--- config.mk ---
export PLATFORM = sky130hd
export DESIGN_NAME = grf_wb_arbiter
export DESIGN_NICKNAME = d
export VERILOG_FILES = /design/src/rtl/cpu_pkg.sv /design/src/rtl/wb_fifo.sv /design/src/rtl/grf_wb_arbiter.sv
export SDC_FILE = /design/constraint.sdc
export NUM_CORES = 1
export LEC_CHECK = 0
export CAP_MARGIN = 30
export CORE_ASPECT_RATIO = 0.8
export CORE_MARGIN = 4
export CORE_UTILIZATION = 40
export CTS_CLUSTER_DIAMETER = 200
export DETAILED_ROUTE_END_ITERATION = 8
export PLACE_DENSITY = 0.69
export SLEW_MARGIN = 20
export SYNTH_ARGS = -nofsm -noshare
export SYNTH_HDL_FRONTEND = slang
export SYNTH_SLANG_ARGS = --single-unit
--- constraint.sdc ---
create_clock -name clk -period 12.3 [get_ports clk]
set_input_delay 3.69 -clock clk [delete_from_list [all_inputs] [get_ports clk]]
set_output_delay 3.69 -clock clk [all_outputs]
set_load 0.02 [all_outputs]
--- src/rtl/cpu_pkg.sv ---
// Shared CPU definitions: register/data widths and the write-back request record.
package cpu_pkg;

  localparam int REG_W  = 5;
  localparam int DATA_W = 32;
  localparam logic [REG_W-1:0] REG_ZERO = 5'd0;

  // One GRF write: destination register, data and the PC of the producing instruction.
  typedef struct packed {
    logic [REG_W-1:0]  a3;
    logic [DATA_W-1:0] wd;
    logic [DATA_W-1:0] pc;
  } wb_req_t;

endpackage : cpu_pkg

--- src/rtl/wb_fifo.sv ---
// Long-latency result queue for the GRF write arbiter.
// Circular buffer of DEPTH requests, each with a valid bit. A squash invalidates
// every queued entry whose destination matches squash_a3; invalidated entries stay
// in the queue until they reach the head and are popped (the caller drops them).
module wb_fifo
  import cpu_pkg::*;
#(
  parameter int DEPTH = 2,
  localparam int PTR_W = $clog2(DEPTH)
) (
  input  logic             clk,
  input  logic             reset,
  input  logic             push,
  input  wb_req_t          push_req,
  input  logic             pop,
  input  logic             squash_en,
  input  logic [REG_W-1:0] squash_a3,
  output wb_req_t          head_req,
  output logic             head_valid,
  output logic [PTR_W:0]   count,
  output logic [DEPTH-1:0] ent_valid,
  output logic [REG_W-1:0] ent_a3 [DEPTH]
);

  wb_req_t          mem_q [DEPTH];
  logic [DEPTH-1:0] valid_q, valid_d;
  logic [PTR_W-1:0] head_q, head_d;
  logic [PTR_W-1:0] tail_q, tail_d;
  logic [PTR_W:0]   count_q, count_d;

  // Per-entry valid: push sets, pop or a matching squash clears.
  for (genvar gi = 0; gi < DEPTH; gi++) begin : g_entry
    always_comb begin
      valid_d[gi] = valid_q[gi];
      if (squash_en && valid_q[gi] && (mem_q[gi].a3 == squash_a3)) valid_d[gi] = 1'b0;
      if (pop && (head_q == PTR_W'(gi)))                            valid_d[gi] = 1'b0;
      if (push && (tail_q == PTR_W'(gi)))                           valid_d[gi] = 1'b1;
    end
    assign ent_a3[gi] = mem_q[gi].a3;
  end

  // Pointers wrap naturally at DEPTH (power of two); count includes squashed entries.
  always_comb begin
    head_d  = pop  ? head_q + 1'b1 : head_q;
    tail_d  = push ? tail_q + 1'b1 : tail_q;
    count_d = count_q + (PTR_W+1)'(push) - (PTR_W+1)'(pop);
  end

  // Queue state registers; payload storage needs no reset since valid_q qualifies it.
  always_ff @(posedge clk) begin
    if (reset) begin
      valid_q <= '0;
      head_q  <= '0;
      tail_q  <= '0;
      count_q <= '0;
    end else begin
      valid_q <= valid_d;
      head_q  <= head_d;
      tail_q  <= tail_d;
      count_q <= count_d;
      if (push) mem_q[tail_q] <= push_req;
    end
  end

  assign head_req   = mem_q[head_q];
  assign head_valid = valid_q[head_q];
  assign count      = count_q;
  assign ent_valid  = valid_q;

endmodule : wb_fifo

--- src/rtl/grf_wb_arbiter.sv ---
// GRF write-port arbiter: pipeline W-stage writes win, long-latency unit results
// queue in wb_fifo and issue when the port is idle. A pipeline write to r squashes
// any queued (older) result for r. Exports a pending-register mask for the stall unit.
// Optional macro GRF_WB_TRACE_EN: print each issued non-$0 GRF write.
module grf_wb_arbiter
  import cpu_pkg::*;
#(
  parameter int DEPTH = 2,
  parameter int AW    = REG_W,   // must match cpu_pkg::REG_W
  parameter int DW    = DATA_W   // must match cpu_pkg::DATA_W
) (
  input  logic          clk,
  input  logic          reset,
  input  logic          pipe_we,
  input  logic [AW-1:0] pipe_a3,
  input  logic [DW-1:0] pipe_wd,
  input  logic [DW-1:0] pipe_pc,
  input  logic          lu_valid,
  output logic          lu_ready,
  input  logic [AW-1:0] lu_a3,
  input  logic [DW-1:0] lu_wd,
  input  logic [DW-1:0] lu_pc,
  output logic          grf_we,
  output logic [AW-1:0] grf_a3,
  output logic [DW-1:0] grf_wd,
  output logic [DW-1:0] grf_wpc,
  output logic [31:0]   pending_mask
);

  localparam int PTR_W = $clog2(DEPTH);
  localparam logic [PTR_W:0] DEPTH_C = (PTR_W+1)'(DEPTH);

  wb_req_t          head_req, lu_req, out_d, out_q;
  logic             head_valid;
  logic [PTR_W:0]   count;
  logic [DEPTH-1:0] ent_valid;
  logic [REG_W-1:0] ent_a3 [DEPTH];
  logic             push, pop, pipe_issue;
  logic             grf_we_d, grf_we_q;

  assign lu_req     = '{a3: lu_a3, wd: lu_wd, pc: lu_pc};
  assign lu_ready   = (count < DEPTH_C);
  assign push       = lu_valid && lu_ready && (lu_a3 != REG_ZERO);
  assign pipe_issue = pipe_we && (pipe_a3 != REG_ZERO);
  assign pop        = !pipe_issue && (count != '0);

  wb_fifo #(.DEPTH(DEPTH)) u_fifo (
    .clk        (clk),
    .reset      (reset),
    .push       (push),
    .push_req   (lu_req),
    .pop        (pop),
    .squash_en  (pipe_issue),
    .squash_a3  (pipe_a3),
    .head_req   (head_req),
    .head_valid (head_valid),
    .count      (count),
    .ent_valid  (ent_valid),
    .ent_a3     (ent_a3)
  );

  // Port select: pipeline first, then a valid FIFO head; otherwise hold the last write.
  always_comb begin
    grf_we_d = 1'b0;
    out_d    = out_q;
    if (pipe_issue) begin
      grf_we_d = 1'b1;
      out_d    = '{a3: pipe_a3, wd: pipe_wd, pc: pipe_pc};
    end else if (pop && head_valid) begin
      grf_we_d = 1'b1;
      out_d    = head_req;
    end
  end

  // Output registers toward the GRF write port.
  always_ff @(posedge clk) begin
    if (reset) begin
      grf_we_q <= 1'b0;
      out_q    <= '0;
    end else begin
      grf_we_q <= grf_we_d;
      out_q    <= out_d;
`ifdef GRF_WB_TRACE_EN
      if (grf_we_d && (out_d.a3 != REG_ZERO))
        $display("@%h: $%d <= %h", out_d.pc, out_d.a3, out_d.wd);
`endif
    end
  end

  // Pending mask: OR of destinations of still-valid queued entries; $0 never pending.
  always_comb begin
    pending_mask = '0;
    for (int i = 0; i < DEPTH; i++)
      if (ent_valid[i]) pending_mask[ent_a3[i]] = 1'b1;
    pending_mask[0] = 1'b0;
  end

  assign grf_we  = grf_we_q;
  assign grf_a3  = out_q.a3;
  assign grf_wd  = out_q.wd;
  assign grf_wpc = out_q.pc;

endmodule : grf_wb_arbiter

==> reports/qor.log, run 1 <==
INFO  outcome        run_status=completed
INFO  floorplanning  core.rowCount=48
INFO  timing         setup_viol=0
INFO  detailed_routing totalWireLength=23,000um
INFO  setup_path     worst_r2r_endpoint=grf_wd[28]
INFO  global_routing grt_start_max_net_pins=72
INFO  logic_synthesis async_reset_ff_frac=0
INFO  place          placed_cell_area=11,400um2
INFO  setup_path     cp_slowest_stage_delay=0.64ns
INFO  floorplanning  floorplan.initialDensity=0.407
INFO  cts            holdBufCountCts=0
INFO  detailed_routing dr.first_iter.drc_count=516
INFO  logic_synthesis syn_area_per_cell=13.5um2
INFO  logic_synthesis yosysSeqAreaShare=0.648
INFO  setup_path     nature_of_the_critical_path_startpoint=primary input
INFO  cts            post-cts-setup-buffers=0
INFO  cts            cts_buffer_depth=3
INFO  detailed_routing drt_pass1_iterations=5
INFO  pwr            total_leakage_power=3.99nW
INFO  pwr            p_per_area=140nW/um2
INFO  cts            clock_sink_count=215
INFO  cts            clockRootBuffer=sky130_fd_sc_hd__clkbuf_16
INFO  detailed_routing vias=6,212
INFO  timing         max_slew.worst_pin.slew=0.931ns
INFO  logic_synthesis synth.yosys.warnings=0
INFO  global_routing grt_use_total=0.181
INFO  global_routing via_count_of_the_first_global_routing_pass=6,211
INFO  job            maxCapViolations=0
INFO  timing         timing.final.crit_period=6.50ns
INFO  cts            worst_setup_hold_path_clk_slew=0.06ns
INFO  detailed_routing route.detailed.vias_per_inst=5.32
INFO  final_layout   final_util=0.563
INFO  setup_path     critPathCaptureType=flop
INFO  timing         final-hold-violation-count=0
INFO  timing         relSlewSlack=0.380
INFO  final_layout   area_growth_syn_to_layout=38.3%
INFO  final_layout   final_cell_area=12,100um2
INFO  floorplanning  fp.dieW=174um
INFO  logic_synthesis synth-main-ff-cell=sky130_fd_sc_hd__edfxtp_1
INFO  min_path       min-delay-path-class=reg -> reg
INFO  logic_synthesis synth.net_count=791
INFO  setup_path     cp_top_family=buffers and inverters
INFO  logic_synthesis syn_inst=648
INFO  timing         rsz0062_at_grt=false
INFO  global_routing grt_overflow_total=0
INFO  floorplanning  die_area=24,400um2
INFO  cts            cts-buffers-inserted=23
INFO  timing         total_negative_slack=0ns
INFO  place          gp_congestion=0.880
INFO  detailed_routing route.detailed.drc=0
INFO  setup_path     worst-endpoint-required=12.70ns
INFO  global_routing antenna_found_initial=2
INFO  place          io_buffer_count=243
INFO  detailed_routing post_drt_wl_per_cell=19.7um
INFO  setup_path     critPathMaxFanout=69
INFO  setup_path     cp_num_buf_inv=3
INFO  timing         slew_viol_final=0
INFO  setup_path     worst-path-stages=7
INFO  floorplanning  floorplan.core_area=21,600um2
INFO  pwr            design_power_total=1.70mW
INFO  setup_path     regToRegStartpoint=u_fifo.ent_valid[0]
INFO  setup_path     crit_slowest_cell=sky130_fd_sc_hd__buf_4
INFO  setup_path     worstSetupPathType=in -> reg
INFO  setup_path     crit_start=pipe_a3[1]
INFO  floorplanning  die-height=140um
INFO  logic_synthesis synth_enable_flop_cells=138
INFO  logic_synthesis yosys_register_bits=215
INFO  cts            clock_tree.htree_level_count=1
INFO  floorplanning  io_pins=245
INFO  setup_path     arrival=6.90ns
INFO  final_layout   finalNetCount=1,019
INFO  setup_path     r2r.worst_path.cells=5
INFO  timing         fin_hold_ws=0.543ns
INFO  pwr            vdd_drop_max=90.9uV
INFO  logic_synthesis ys_types=35
INFO  detailed_routing final_antenna_net_count=0
INFO  cts            post_cts.resized_instances=0
INFO  timing         finalCritPeriodShare=0.529
INFO  timing         finClkSkew=0.00724ns
INFO  setup_path     critical_path.cell_chain=clkdlybuf4s50_1 -> or3_4 -> o31ai_4 -> buf_4 -> nand2_2 -> buf_4 -> o22ai_1
INFO  cts            cts_tree=yes
INFO  setup_path     reg2reg_slack=9.64ns
INFO  cts            clkLatencyLatePin=0.49ns
INFO  logic_synthesis mappedNetlistArea=8770um2
INFO  global_routing grt_pass1_wl=35,700um
INFO  setup_path     top_cell_by_count_worst_path=sky130_fd_sc_hd__buf_4
INFO  timing         maximum_operating_frequency=154MHz
INFO  setup_path     endpoint=grf_wd[4]
INFO  final_layout   fraction_of_layout_instances_using_a_drive_strength_above_1=0.137
INFO  place          detailed_place_hpwl=15,000um
-- worst min path at each step --
stage	from	endpoint	slack [ns]	cells past startpoint
after floorplan	u_fifo.tail_q	u_fifo.tail_q	0.49	2
after global placement	grf_a3[0]	grf_a3[0]	0.52	2
after detailed placement	grf_a3[2]	grf_a3[2]	0.54	2
after CTS	grf_wpc[23]	grf_wpc[23]	0.55	2
after global routing	grf_a3[4]	grf_a3[4]	0.58	2
final	grf_a3[0]	grf_a3[0]	0.54	2
-- cell usage in the layout (no fill, tap or decap), drive strengths merged --
cell           netlist  routed
or3                  4       4
o21ai                7       7
edfxtp             138     138
a41o                 2       2
mux2                70      70
o31ai                1       1
clkinvlp             0       1
nor3                 3       3
xnor2                4       4
dfxtp               77      77
a21oi                3       3
nand2               69      69
conb                 1       1
inv                  4       4
nand4                2       2
o22ai               95      95
bufinv               0       1
xor2                 7       7
or3b                 4       4
diode                0       1
nor2b                2       2
clkdlybuf4s50        0     243
o31a                 1       1
nand3b              11      11
nand3               10      10
clkinv               0       7
o211ai               1       1
buf                 18       9
or4                  1       1
nor3b                1       1
nor2                10      10
ha                   1       1
mux2i               70      70
clkbuf              31      31
-- cell usage after synthesis (4+ instances only) --
| master | instances | area [um2] |
|---|---|---|
| sky130_fd_sc_hd__xor2_1 | 7 | 61.3 |
| sky130_fd_sc_hd__nor2_1 | 9 | 33.8 |
| sky130_fd_sc_hd__o21ai_0 | 7 | 35.0 |
| sky130_fd_sc_hd__edfxtp_1 | 138 | 4140 |
| sky130_fd_sc_hd__dfxtp_1 | 77 | 1540 |
| sky130_fd_sc_hd__nand3_1 | 10 | 50.1 |
| sky130_fd_sc_hd__mux2i_1 | 70 | 701 |
| sky130_fd_sc_hd__nand2_1 | 68 | 255 |
| sky130_fd_sc_hd__or3b_2 | 4 | 35.0 |
| sky130_fd_sc_hd__clkbuf_1 | 31 | 116 |
| sky130_fd_sc_hd__o22ai_1 | 95 | 594 |
| sky130_fd_sc_hd__xnor2_1 | 4 | 35.0 |
| sky130_fd_sc_hd__buf_2 | 13 | 65.1 |
| sky130_fd_sc_hd__mux2_2 | 70 | 788 |
| sky130_fd_sc_hd__nand3b_1 | 11 | 82.6 |
-- area by class of cell --
class	instances	area (um2)
clock buffer	31	616
inverter	4	15.0
antenna	1	2.50
timing repair buffer	252	2520
multi-input combinational	380	2880
tap	275	344
clock inverter	9	68.8
sequential	215	5690
fill	1802	9430
-- cells by family (layout without fill, tap and decap cells) --
| family | count (synthesis) | count (layout) | synth area share |
|---|---|---|---|
| mux | 140 | 140 | 0.170 |
| xor+xnor | 11 | 11 | 0.0110 |
| compound gates | 110 | 110 | 0.0800 |
| buf+inv | 53 | 296 | 0.0254 |
| simple gates | 117 | 117 | 0.0638 |
| fa+ha+maj | 1 | 1 | 0.00143 |
| other cells | 1 | 2 | 0.000428 |
| flops | 215 | 215 | 0.648 |
-- registers in the layout, indices dropped and copies added (netlist names), named ones only --
signal and cells:
u_fifo.ent_valid 2, grf_wd 32, u_fifo.count 2, u_fifo.head_q 1, grf_wpc 32, grf_a3 5, u_fifo.mem_q 138, u_fifo.tail_q 1
grf_we 1
-- metrics by stage --
stage,worst slack [ns],std cells
2_1_floorplan,2.64,648
3_3_place_gp,5.37,1125
3_5_place_dp,5.33,1126
4_1_cts,5.83,1166
5_1_grt,5.60,1167
6_report,5.80,1167
-- report_power, final --
part	switching, mW	leakage (nW)	internal [mW]
Combinational	0.112	1.75	0.125
Sequential	0.0223	1.90	0.810
Clock	0.263	0.334	0.370
-- per-layer routing --
layer,track usage,vias up,part of all wire
met5,0,-,0.00056
met3,0.0556,29,0.097
met4,0.0319,2,0.014
met2,0.270,279,0.43
li1,-,2920,-
met1,0.266,2982,0.46
-- worst register-to-register path: stages, from the launching register on --
cell	delay (ns)
sky130_fd_sc_hd__dfxtp_1	0.41
sky130_fd_sc_hd__mux2i_1	0.14
sky130_fd_sc_hd__nor2_4	0.66
sky130_fd_sc_hd__buf_4	0.83
sky130_fd_sc_hd__mux2i_1	0.37
sky130_fd_sc_hd__o22ai_1	0.09
No activity file was read; power rests on OpenSTA's default activity.
==> run 2, diff against run 1 <==
PLACE_DENSITY = 0.71   (was 0.69)
clock period = 5.7 ns   (was 12.3 ns; I/O delays follow)
==> run 2 against run 1 <==
Net effect: utilization grew 0.11 points; count of clock-buffer cells in the layout grew 3; sequential power grew 120%; hold slack gained 0.0039 ns; wire length shrank 4.4%; via count shrank 0.69%; sequential cell count is the same; total power grew 110%; highest routed layer unchanged; setup slack lost 4.2 ns; non-clock buffer count grew 1.
==> reports/qor.log, run 2 (synthesis gave the netlist of run 1 again) <==
INFO  floorplanning  floorplan.core_area=21,600um2
INFO  timing         setup_viol=0
INFO  cts            cts_buffer_depth=3
INFO  pwr            vdd_drop_max=159uV
INFO  place          gp_congestion=0.865
INFO  cts            cts-buffers-inserted=22
INFO  final_layout   finalNetCount=1,019
INFO  global_routing grt_use_total=0.171
INFO  floorplanning  core.rowCount=48
INFO  outcome        run_status=completed
INFO  floorplanning  io_pins=245
INFO  cts            post_cts.resized_instances=0
INFO  detailed_routing vias=6,169
INFO  cts            cts_tree=yes
INFO  pwr            p_per_area=301nW/um2
INFO  global_routing met3_usage=0.0445
INFO  pwr            p_seq_frac=0.491
INFO  global_routing antenna_found_initial=1
INFO  pwr            design_power_total=3.65mW
INFO  detailed_routing drt_pass1_iterations=5
INFO  timing         relSlewSlack=0.377
INFO  cts            post-cts-setup-buffers=0
INFO  timing         finalCritPeriodShare=0.727
INFO  final_layout   layout.cells.non_filler=1,168
INFO  detailed_routing route.detailed.vias_per_inst=5.28
INFO  final_layout   final_cell_mix=sky130_fd_sc_hd__clkdlybuf4s50_1 (243), sky130_fd_sc_hd__edfxtp_1 (138), sky130_fd_sc_hd__o22ai_1 (95)
INFO  setup_path     arrival=2.43ns
INFO  job            maxCapViolations=0
INFO  final_layout   commonest_non_fill_non_tap_cell_in_the_layout=sky130_fd_sc_hd__clkdlybuf4s50_1
INFO  global_routing met1_layer_usage_reported_by_global_route=0.254
INFO  floorplanning  floorplan.initialDensity=0.407
INFO  setup_path     critPathMaxFanout=7
INFO  global_routing grt_overflow_total=0
INFO  floorplanning  fp.dieW=174um
INFO  detailed_routing totalWireLength=22,000um
INFO  cts            clkLatencyLatePin=0.49ns
INFO  global_routing via_count_of_the_first_global_routing_pass=5,939
INFO  pwr            p_sw=841uW
INFO  place          detailed_place_hpwl=14,900um
INFO  timing         slew_viol_final=0
INFO  min_path       min-delay-path-class=reg -> reg
INFO  pwr            total_leakage_power=4.00nW
INFO  floorplanning  die-height=140um
INFO  global_routing grt_pass1_wl=33,800um
INFO  pwr            internal_power=2.81mW
INFO  setup_path     reg2reg_slack=3.05ns
INFO  floorplanning  die_area=24,400um2
INFO  timing         final-hold-violation-count=0
INFO  timing         rsz0062_at_grt=false
INFO  setup_path     nature_of_the_critical_path_startpoint=flop
INFO  pwr            clock_power_share=0.369
INFO  cts            holdBufCountCts=0
INFO  timing         finClkSkew=0.0139ns
INFO  final_layout   fraction_of_layout_instances_using_a_drive_strength_above_1=0.138
INFO  global_routing groute.layer.met2.usage=0.258
INFO  pwr            swShare=0.230
INFO  detailed_routing post_drt_wl_per_cell=18.9um
INFO  setup_path     worstSetupPathType=reg -> out
INFO  cts            clock_tree.htree_level_count=1
INFO  cts            worst_setup_hold_path_clk_slew=0.06ns
INFO  timing         maximum_operating_frequency=241MHz
INFO  cts            clock_sink_count=215
INFO  detailed_routing final_antenna_net_count=0
INFO  setup_path     critPathCaptureType=output pin
INFO  place          placed_cells=1,127
INFO  place          io_buffer_count=243
INFO  pwr            combinationalPowerShare=0.140
INFO  detailed_routing dr.first_iter.drc_count=387
INFO  setup_path     worst-endpoint-required=3.99ns
INFO  final_layout   largest-register=u_fifo.mem_q
INFO  global_routing busiest_layer=met2
INFO  cts            clockRootBuffer=sky130_fd_sc_hd__clkbuf_16
INFO  timing         max_slew.worst_pin.slew=0.935ns
INFO  global_routing grt_start_max_net_pins=72
INFO  timing         total_negative_slack=0ns
INFO  detailed_routing route.detailed.drc=0
INFO  final_layout   area_growth_syn_to_layout=38.6%
INFO  timing         timing.final.crit_period=4.14ns
INFO  final_layout   largest_register_ff_count=138
## run 2: stage by stage
stage	setup slack, ns	instance area (um2)	util	hold WS (ns)
floorplan	0.493	8780	-	0.511
global placement	1.34	11400	0.531	0.521
detailed placement	1.29	11500	0.532	0.539
CTS	1.58	12200	0.564	0.549
global route	1.48	12200	0.564	0.578
finish	1.56	12200	0.564	0.547
## run 2: critical path, cell delays in order, from the launching register on
cell and delay [ns]:
sky130_fd_sc_hd__edfxtp_1 0.46, sky130_fd_sc_hd__or3b_2 0.61, sky130_fd_sc_hd__o22ai_1 0.21, sky130_fd_sc_hd__clkdlybuf4s50_1 0.66
## run 2: area by class of cell
cell class / count / area (um2)
Clock inverter: 6 / 30.0
Sequential cell: 215 / 5690
Clock buffer: 34 / 658
Timing Repair Buffer: 253 / 2530
Inverter: 4 / 15.0
Multi-Input combinational cell: 380 / 2890
Tap cell: 275 / 344
Fill cell: 1762 / 9400
Antenna cell: 1 / 2.50
## run 2: path summary, 6_finish.rpt
path / start / to / depth (start not counted)
max reg2reg: u_fifo.ent_valid[1] / grf_wd[23] / 5
min reg2reg: grf_a3[0] / grf_a3[0] / 2
max: u_fifo.mem_q[0][64] / pending_mask[4] / 3
min: grf_a3[0] / grf_a3[0] / 2
## run 2: power by group through the flow
stage	registers (mW)	clock network (mW)	logic (mW)
after global placement	1.84	0	0.494
after CTS	1.80	1.39	0.517
after floorplan	1.86	0	0.233
after global routing	1.80	1.46	0.547
after detailed placement	1.83	0	0.514
final	1.79	1.35	0.511
## run 2: metal layers
layer	vias to the layer above	part of all wire
li1	2930	-
met3	30	0.080
met4	2	0.015
met5	-	0.00059
met1	2954	0.47
met2	253	0.43
==> run 3, diff against run 2 <==
clock period = 3.8 ns   (was 5.7 ns; I/O delays follow)
==> run 3 against run 2 <==
Net effect: non-clock buffer count up 3; sequential cell count unchanged; count of clock-buffer cells in the layout down 4; via count about the same; critical path depth unchanged; sequential share of layout area down 0.062 points; clock skew down 0.0077 ns; setup slack worse by 1.4 ns; die area unchanged; global-route usage up 0.51 points; combinational power up 50%; clock power up 50%; critical path type unchanged; critical endpoint is now pending_mask[8]; largest cell class unchanged; highest routed layer unchanged.
==> reports/qor.log, run 3 (synthesis gave the netlist of run 1 again) <==
INFO  place          gp_congestion=0.843
INFO  timing         finClkSkew=0.00629ns
INFO  cts            cts-buffers-inserted=22
INFO  pwr            p_per_area=450nW/um2
INFO  setup_path     cp_top_family=buffers and inverters
INFO  final_layout   finalNetCount=1,022
INFO  final_layout   largest_register_ff_count=138
INFO  setup_path     nature_of_the_critical_path_startpoint=flop
INFO  detailed_routing route.detailed.drc=0
INFO  floorplanning  die-height=140um
INFO  detailed_routing post_drt_wl_per_cell=19.3um
INFO  floorplanning  io_pins=245
INFO  floorplanning  floorplan.core_area=21,600um2
INFO  pwr            total_leakage_power=4.01nW
INFO  timing         final-hold-violation-count=0
INFO  place          io_buffer_count=243
INFO  timing         setup_viol=0
INFO  cts            worst_setup_hold_path_clk_slew=0.06ns
INFO  cts            holdBufCountCts=0
INFO  setup_path     crit_start=u_fifo.mem_q[1][66]
INFO  timing         rsz0062_at_grt=false
INFO  pwr            design_power_total=5.48mW
INFO  outcome        run_status=completed
INFO  cts            cts_buffer_depth=3
INFO  detailed_routing vias=6,167
INFO  global_routing via_count_of_the_first_global_routing_pass=6,156
INFO  setup_path     cp_num_buf_inv=1
INFO  cts            cts_tree=yes
INFO  min_path       min-delay-path-class=reg -> reg
INFO  cts            clock_tree.htree_level_count=1
INFO  cts            clockRootBuffer=sky130_fd_sc_hd__clkbuf_16
INFO  floorplanning  floorplan.initialDensity=0.407
INFO  timing         maximum_operating_frequency=278MHz
INFO  setup_path     worst_r2r_endpoint=u_fifo.mem_q[1][59]
INFO  setup_path     endpoint=pending_mask[8]
INFO  cts            post-cts-setup-buffers=0
INFO  setup_path     arrival=2.46ns
INFO  setup_path     worstSetupPathType=reg -> out
INFO  setup_path     worst-path-stages=3
INFO  setup_path     worst-endpoint-required=2.66ns
INFO  timing         finalCritPeriodShare=0.948
INFO  final_layout   largest-register=u_fifo.mem_q
INFO  place          detailedPlace.worstSlack=0.310ns
INFO  global_routing grt_pass1_wl=34,700um
INFO  detailed_routing drt_pass1_iterations=4
INFO  detailed_routing dr.first_iter.drc_count=378
INFO  final_layout   fraction_of_layout_instances_using_a_drive_strength_above_1=0.140
INFO  setup_path     cp_slowest_stage_delay=0.65ns
INFO  detailed_routing final_antenna_net_count=0
INFO  timing         slew_viol_final=0
INFO  setup_path     critPathCaptureType=output pin
INFO  timing         final.setup.worst_slack=0.199ns
INFO  global_routing grt_start_max_net_pins=72
INFO  job            maxCapViolations=0
INFO  min_path       whs_path_depth=2
INFO  floorplanning  core.rowCount=48
INFO  setup_path     critPathMaxFanout=10
INFO  final_layout   final_cell_mix=sky130_fd_sc_hd__clkdlybuf4s50_1 (243), sky130_fd_sc_hd__edfxtp_1 (138), sky130_fd_sc_hd__o22ai_1 (95)
INFO  detailed_routing route.detailed.vias_per_inst=5.27
INFO  timing         max_slew.worst_pin.slew=0.809ns
INFO  setup_path     regToRegStartpoint=u_fifo.count[1]
INFO  final_layout   area_growth_syn_to_layout=38.8%
INFO  setup_path     r2r.worst_path.cells=4
INFO  timing         relSlewSlack=0.461
INFO  setup_path     critical_path.cell_chain=or3b_2 -> o22ai_1 -> clkdlybuf4s50_1
INFO  global_routing antenna_found_initial=2
INFO  place          detailed_place_hpwl=15,000um
INFO  pwr            vdd_drop_max=230uV
INFO  setup_path     crit_slowest_cell=sky130_fd_sc_hd__clkdlybuf4s50_1
INFO  final_layout   commonest_non_fill_non_tap_cell_in_the_layout=sky130_fd_sc_hd__clkdlybuf4s50_1
INFO  global_routing grt_overflow_total=0
INFO  timing         timing.final.crit_period=3.60ns
INFO  timing         total_negative_slack=0ns
INFO  floorplanning  fp.dieW=174um
INFO  timing         fin_hold_ws=0.534ns
INFO  floorplanning  die_area=24,400um2
INFO  cts            post_cts.resized_instances=0
INFO  global_routing grt_use_total=0.176
INFO  setup_path     reg2reg_slack=1.77ns
INFO  cts            clock_sink_count=215
INFO  detailed_routing totalWireLength=22,600um
INFO  cts            clkLatencyLatePin=0.49ns
INFO  min_path       hold_path.startpoint=grf_a3[1]
run 3: cell count changes in the layout (fill, tap and decap cells not counted), sizes merged:
cell      before  now
bufinv         0    1
clkbuf        34   30
clkinvlp       1    0
clkinv         5    8
buf           10   13
run 3: area by class of cell:
cell class                      instances  area [um2]
Multi-Input combinational cell        380        2890
Inverter                                4        15.0
Antenna cell                            1        2.50
Clock inverter                          9        65.1
Timing Repair Buffer                  256        2550
Clock buffer                           30         612
Sequential cell                       215        5690
Tap cell                              275         344
Fill cell                            1797        9390
run 3: metal layers:
metal  GRT usage  up-vias  part of all wire
li1            -     2922                 -
met1       0.251     2984              0.47
met2       0.269      221              0.44
met3      0.0486       38             0.073
met4      0.0416        2             0.022
met5           0        -           0.00058
run 3: metrics by stage:
step | instances | util | cell area (um2)
after floorplan | 648 | - | 8790
after global placement | 1129 | 0.532 | 11500
after detailed placement | 1129 | 0.532 | 11500
after CTS | 1168 | 0.564 | 12200
after global routing | 1170 | 0.565 | 12200
final | 1170 | 0.565 | 12200
run 3: power breakdown:
| part | internal (mW) | total [mW] | leakage (nW) | switching, mW |
|---|---|---|---|---|
| Sequential | 2.62 | 2.69 | 1.90 | 0.0727 |
| Combinational | 0.407 | 0.769 | 1.78 | 0.362 |
| Clock | 1.19 | 2.02 | 0.334 | 0.828 |
run 3: worst min path at each step:
stage / slack [ns] / endpoint
global placement: 0.52 / grf_a3[2]
CTS: 0.54 / grf_a3[0]
floorplan: 0.52 / flop
finish: 0.53 / grf_a3[1]
detailed placement: 0.52 / grf_a3[1]
global route: 0.57 / grf_wd[9]
run 3: worst register-to-register path, cell delays in order, from the launching register on:
cell                       delay (ns)
sky130_fd_sc_hd__dfxtp_1         0.32
sky130_fd_sc_hd__inv_1           0.11
sky130_fd_sc_hd__o211ai_1        0.26
sky130_fd_sc_hd__nor3b_4         0.54
sky130_fd_sc_hd__buf_12          0.36
==> patch, RTL diff (config.mk and constraints of run 1) <==
`DEPTH` is set to 2 in 2 places; all go to 4.
--- a/src/rtl/wb_fifo.sv
+++ b/src/rtl/wb_fifo.sv
@@ -5,7 +5,7 @@
 module wb_fifo
   import cpu_pkg::*;
 #(
-  parameter int DEPTH = 2,
+  parameter int DEPTH = 4,
   localparam int PTR_W = $clog2(DEPTH)
 ) (
   input  logic             clk,
--- a/src/rtl/grf_wb_arbiter.sv
+++ b/src/rtl/grf_wb_arbiter.sv
@@ -5,7 +5,7 @@
 module grf_wb_arbiter
   import cpu_pkg::*;
 #(
-  parameter int DEPTH = 2,
+  parameter int DEPTH = 4,
   parameter int AW    = REG_W,   // must match cpu_pkg::REG_W
   parameter int DW    = DATA_W   // must match cpu_pkg::DATA_W
 ) (
Behaviour: not the same (Yosys sat finds a counterexample within 4 cycles, from zero or initial values and one cycle with reset high).
==> patch against run 1 <==
- setup slack improved by 0.14 ns
- combinational power rose to 2.6 times the old value
- sequential cell count is 144 higher
- register-to-register slack better by 0.02 ns
- total power increased by 87%
- highest routed layer unchanged
- routed wire length increased by 61%
- final area increased by 56%
- synthesized area rose by 70%
==> patch: results <==
outcome:
  status: "finished, final reports clean"
grt:
  gr-usage-met3: 0.0458
  grt_pass1_wl_um: 56700
  grt_use_met2: 0.290
  track_usage: 0.177
  met1_usage: 0.241
  grt_pass1_vias: 9470
  antenna_found_initial: 3
  grt_max_degree: 88
detailed_routing:
  dr_total_vias: 9266
  route.met3.wl_um: 2650
  dr.pass1.iters: 6
  met1_length_um: 15800
  wire_per_inst_um: 22.2
  drt_wl_total_um: 37100
power:
  p_seq_frac: 0.464
  p_leak_nw: 6.04
  power.share.switching: 0.259
  vdd_drop_max_mv: 0.106
  combPwrFrac: 0.195
logic_synthesis:
  muxShareOfSynthArea: 0.108
  syn_inst: 946
  syn_nets: 1099
  synth_edf_count: 276
  synth_common_cells: "276 x edfxtp_1, 89 x nor2_1, 83 x dfxtp_1"
  synthTopCellsByArea: "edfxtp_1 56%, dfxtp_1 11%, mux4_2 11%, o32ai_1 3.1%, nor3_1 2.4%"
  synth_warnings: 0
  synth_xor_area_frac: 0.0141
  synth_seq_cells: 359
  synth_compound_area_frac: 0.0844
final_layout:
  num-nonclk-inverters: 13
  multi_input_cells: 494
  largest_register_ffs: 276
  bufAreaShareNonClock: 0.137
  fin_nets: 1315
  drive_gt1_frac: 0.143
  nClkBuffers: 52
  fillerInstances: 3020
  clk_share: 0.0634
  layout.area.seq_sq_um: 9960
  area_delta_synth_final_pct: 26.8
  multi_input_area_share: 0.237
  signal_buffers: 257
critical_path:
  worst_path_max_delay_cell: "clkdlybuf4s50_1"
  rrSetupSlack_ns: 9.66
  slowest_delay_ns: 0.67
clock_network:
  clock_tree.htree_level_count: 2
  postCtsSetupBuffers: 0
  clk-insertion-delay-late_ns: 0.51
placed_design:
  placedCellCount: 1600
  pre_cts_ws_ns: 5.67
  hpwl_um: 24000
  gp_congestion: 0.860
  place_area_sq_um: 17600
timing:
  skew_ns: 0.0149
  worstMarginPinSlew_ns: 0.992
  post-route-period-util: 0.518
  hold_slack_ns: 0.545
==> patch: changes by cell type after synthesis, sizes merged, moves of 20 or more <==
cell    change
nand2      -53
mux2       -70
mux2i      -67
clkbuf     +20
o22ai      -85
o32ai      +64
mux4       +70
edfxtp    +138
nor3       +68
nor2       +79
==> patch: path summary, 6_finish.rpt <==
check                                      from                       endpoint  cells after the start
setup / recovery  u_fifo.mem_q[2][68]$_DFFE_PP_               pending_mask[19]                      3
hold / removal    u_fifo.head_q[1]$_SDFFE_PP0P_                           flop                      2
hold reg to reg   u_fifo.head_q[1]$_SDFFE_PP0P_                           flop                      2
setup reg to reg     u_fifo.count[2]$_SDFF_PP0_  u_fifo.mem_q[3][24]$_DFFE_PP_                      5
==> patch: kinds of logic after synthesis <==
family	Yosys count
flops	359
simple gates	244
compound gates	141
buf+inv	93
mux	73
xor+xnor	24
fa+ha+maj	11
other cells	1
